### config.mk
export PLATFORM = sky130hd
export DESIGN_NAME = arc4_ksa
export DESIGN_NICKNAME = d
export VERILOG_FILES = /design/src/rtl/arc4_ksa.sv
export SDC_FILE = /design/constraint.sdc
export NUM_CORES = 1
export LEC_CHECK = 0
export CORE_MARGIN = 1.5
export CORE_UTILIZATION = 55
export CTS_CLUSTER_SIZE = 28
export DETAILED_ROUTE_END_ITERATION = 8
export MAX_ROUTING_LAYER = met4
export PLACE_DENSITY = 0.82
export SLEW_MARGIN = 20
export SYNTH_ARGS = -nofsm -noshare
export SYNTH_HDL_FRONTEND = slang
export SYNTH_SLANG_ARGS = --single-unit
### constraint.sdc
create_clock -name clk -period 5.8 [get_ports clk]
set_input_delay 0.58 -clock clk [delete_from_list [all_inputs] [get_ports clk]]
set_output_delay 0.58 -clock clk [all_outputs]
set_load 0.05 [all_outputs]
### src/rtl/arc4_ksa.sv
// ARC4 key-scheduling stage: permutes the identity S array held in an external
// 256x8 single-port RAM in place, using a 24-bit key.
//
// state | meaning
// IDLE  | rdy=1, waiting for en
// RD_I  | present addr=i to the RAM
// CAP_I | latch S[i], advance j
// RD_J  | present addr=j to the RAM
// CAP_J | latch S[j] straight into the write-data register
// WR_I  | S[i] <= S[j]
// WR_J  | S[j] <= S[i], step i or finish
module arc4_ksa (
  input  logic        clk,
  input  logic        rst_n,
  input  logic        en,
  output logic        rdy,
  input  logic [23:0] key,
  output logic [7:0]  addr,
  input  logic [7:0]  rddata,
  output logic [7:0]  wrdata,
  output logic        wren
);

  typedef enum logic [2:0] {
    IDLE  = 3'd0,
    RD_I  = 3'd1,
    CAP_I = 3'd2,
    RD_J  = 3'd3,
    CAP_J = 3'd4,
    WR_I  = 3'd5,
    WR_J  = 3'd6
  } state_t;

  state_t      state, state_nx;
  logic [7:0]  i, j, si, kb;
  logic [1:0]  phase;  // i mod 3, tracked incrementally to avoid a divider

  always_comb begin
    case (phase)
      2'd0:    kb = key[23:16];
      2'd1:    kb = key[15:8];
      default: kb = key[7:0];
    endcase
  end

  always_ff @(posedge clk) begin
    if (!rst_n) begin
      state  <= IDLE;
      i      <= 8'h00;
      j      <= 8'h00;
      si     <= 8'h00;
      phase  <= 2'd0;
      wrdata <= 8'h00;
    end else begin
      state <= state_nx;
      case (state)
        IDLE: begin
          if (en) begin
            i     <= 8'h00;
            j     <= 8'h00;
            phase <= 2'd0;
          end
        end
        CAP_I: begin
          si <= rddata;
          j  <= j + rddata + kb;
        end
        // wrdata doubles as the S[j] holding register
        CAP_J: wrdata <= rddata;
        WR_I:  wrdata <= si;
        WR_J: begin
          if (i != 8'hFF) begin
            i     <= i + 8'd1;
            phase <= (phase == 2'd2) ? 2'd0 : phase + 2'd1;
          end
        end
        default: ;
      endcase
    end
  end

  always_comb begin
    state_nx = state;
    rdy      = 1'b0;
    wren     = 1'b0;
    addr     = 8'h00;
    case (state)
      IDLE: begin
        rdy = 1'b1;
        if (en) state_nx = RD_I;
      end
      RD_I: begin
        addr     = i;
        state_nx = CAP_I;
      end
      CAP_I: begin
        addr     = i;
        state_nx = RD_J;
      end
      RD_J: begin
        addr     = j;
        state_nx = CAP_J;
      end
      CAP_J: begin
        addr     = j;
        state_nx = WR_I;
      end
      WR_I: begin
        addr     = i;
        wren     = 1'b1;
        state_nx = WR_J;
      end
      WR_J: begin
        addr     = j;
        wren     = 1'b1;
        state_nx = (i == 8'hFF) ? IDLE : RD_I;
      end
      default: state_nx = IDLE;
    endcase
  end

endmodule

==> run metrics <==
status complete, no violations; Sink Count 37; routed wire length roughly 5300 µm; commonest non-fill, non-tap cells in the layout 52 x clkdlybuf4s50_1, 45 x nand2_1, 37 x dfxtp_1, 24 x mux2i_1, 14 x nor2_1; total power ~0.63 mW; Syn Area/Cell just under 9 µm²; Startpoint Class flop; largest family of logic cells by synthesized area compound AO/OA/AOI/OAI gates; CTS tree done; Row Count 23; pin count of the biggest net entering global routing 35; minimum clock period approximately 3.1 ns; Final Hold Viols 0; gr usage total 0.2610; Max clock buf depth 2; max frequency between 0.3 and 0.4 GHz; Worst setup EP type flop; most common cell after layout, fill and taps aside clkdlybuf4s50_1; Synth cell types slightly above 40; crit-path cells mux2i_1, o21ai_0, fa_1, ha_1, inv_1, fa_1, nor2b_1, o31ai_1, o2bb2ai_1, and3_1, a221o_1; Reg clk slew, reported paths ~0.080 ns; Worst Hold Slack about 0.46 ns; WL per Instance 14.50 µm; global-route wire length before repair around 9000 µm; largest cells by area after synthesis dfxtp_1 31%, mux2i_1 10%, nand2_1 7.1%; most frequent cell on the critical path fa_1; initial core utilization 0.5818; global route overflow 0; Sequential Area 740.7 µm²; Slowest Stage Delay on Critical Path ~0.66 ns; Mapped Area 2377 µm²; Mapped Cells between 200 and 300; FF+latch count, synth 37; CP max FO 10; cell taking the most area after synthesis dfxtp_1; width of the die approximately 69 µm; worst-margin pin slew 1.071 ns; post-synthesis sequential area ratio 0.3116; port bufs 52; pre-CTS WS approximately 2.5 ns; antenna-violating nets left 0; router iterations before antenna repair 4; die height 68.75 µm; IR drop worst, VDD 0.1911 mV; total CTS buffers 5; Setup CP Type flop to flop; Crit path arrival time 3.29 ns; simple-gate portion of the synthesized area 0.1742; post-synthesis compound-gate area fraction 0.2174; share of layout cells above drive strength 1 0.05975; area of the multi-input gates roughly 1500 µm²; Top Ports 53; Ant. Diodes 0; vias per cell about 5.6; DR iter-0 viols about 170; YS warnings 0; final setup vio count 0; CP max-delay cell dfxtp_1; slack of the critical path roughly 2.7 ns; core outline area slightly above 4000 µm²; Fin Setup TNS 0 ns; DR DRC count 0; Max Cap Viol 0; nets 367; Leak 1.138 nW; PwrDens 210.2 nW/µm²; P&R area growth vs syn 25.74%; relative max-transition margin 0.2845; # Post-CTS Setup Buffers 0; H-Tree Depth 2; DP Wirelength slightly below 4000 µm; RSZ-0062 raised after global routing no; Synth top area share 0.3116; proportion of synthesized area in mux cells 0.1011; Syn Nets approximately 320; Skew-Pair Late Insertion Delay ~0.29 ns; routability cong. around 0.9; Worst Skew roughly 0.0056 ns; root buf cell clkbuf_8; post-synthesis xor/xnor area fraction 0.04421; post-synthesis adder-cell area fraction 0.1042; vias after detailed routing a little over 2000; initial antenna violation count 0; Critical Path RT approximately 6 ns; Layout fillers around 350; fin crit share 0.5360; Resize count post-CTS 0; Hold/Removal Path Class flop to flop; number of global-route vias before repair 1900; die area around 4700 µm²; hold buffers post-CTS 0; fin. max-slew vios 0
==> where the power goes <==
group | total [mW] | internal, mW | switching [mW]
clock network | 0.194 | 0.0964 | 0.0979
registers | 0.275 | 0.264 | 0.0108
logic | 0.159 | 0.0750 | 0.0844
==> sequential cells by signal, indices dropped and copies added (netlist names) <==
name,count
wrdata,8
si,8
j,8
state,3
i,8
phase,2
==> cell usage after synthesis <==
master,number
nand2_1,45
dfxtp_1,37
mux2i_1,24
nor2_1,14
a21boi_1,12
xnor2_1,12
a22oi_1,11
o21ai_0,10
o21ai_1,9
fa_1,8
nor2b_1,8
o211a_1,8
clkbuf_1,7
ha_1,7
inv_1,7
nand3_1,7
a21oi_1,6
buf_2,6
and3_1,4
o21a_1,4
a211oi_2,2
buf_4,2
nor2_2,2
nor3_1,2
o211ai_1,2
a21boi_0,1
a21o_1,1
a221o_1,1
a31oi_1,1
and2_1,1
and2_4,1
and2b_1,1
buf_6,1
inv_2,1
nand2b_1,1
nand4_2,1
nand4b_1,1
nor3_2,1
o211ai_4,1
o2bb2ai_1,1
o31ai_1,1
==> worst max-delay path: cells and delay by family, from the launching register on <==
family / cells / cell delay, ns
adders and majority gates: 3 / 1.07
DFF: 1 / 0.66
AOI/OAI and AO/OA: 4 / 0.63
and+or+nand+nor: 2 / 0.34
muxes: 1 / 0.23
buffers and inverters: 1 / 0.05
==> logic make-up after synthesis <==
group	count (synthesis)
AO/OA/AOI/OAI	71
adder cells (fa/ha/maj)	15
XOR/XNOR	12
buffers and inverters	24
AND/OR/NAND/NOR	89
flip-flops	37
multiplexers	24
==> layout make-up <==
| class | count | area share |
|---|---|---|
| inverter | 8 | 0.01005 |
| timing repair buffer | 54 | 0.1792 |
| multi-input combinational | 211 | 0.5098 |
| clock inverter | 2 | 0.004604 |
| clock buffer | 6 | 0.02763 |
| sequential | 37 | 0.2478 |
| tap | 50 | 0.02093 |
==> through the flow <==
step,instances,util,instance area (µm²)
after floorplan,272,-,2377
after global placement,360,0.7079,2893
after detailed placement,360,0.7079,2893
after CTS,368,0.7315,2989
after global routing,368,0.7315,2989
final,368,0.7315,2989
==> routing by layer <==
layer | up-vias | track usage | part of all wire
li1 | 1046 | - | -
met1 | 958 | 0.3245 | 0.45
met2 | 64 | 0.4327 | 0.50
met3 | 6 | 0.05519 | 0.038
met4 | 0 | 0.06863 | 0.0099
met5 | - | - | 0
==> worst paths after layout <==
kind                          from                  to  slack [ns]  cells after the start
min reg2reg     si[5]$_SDFFE_PN0P_  si[5]$_SDFFE_PN0P_        0.46                      2
max reg2reg  phase[0]$_SDFFE_PN0P_   j[7]$_SDFFE_PN0P_        2.69                     11
max          phase[0]$_SDFFE_PN0P_   j[7]$_SDFFE_PN0P_        2.69                     11
min             si[5]$_SDFFE_PN0P_  si[5]$_SDFFE_PN0P_        0.46                      2
No activity file was read; power rests on OpenSTA's default activity.
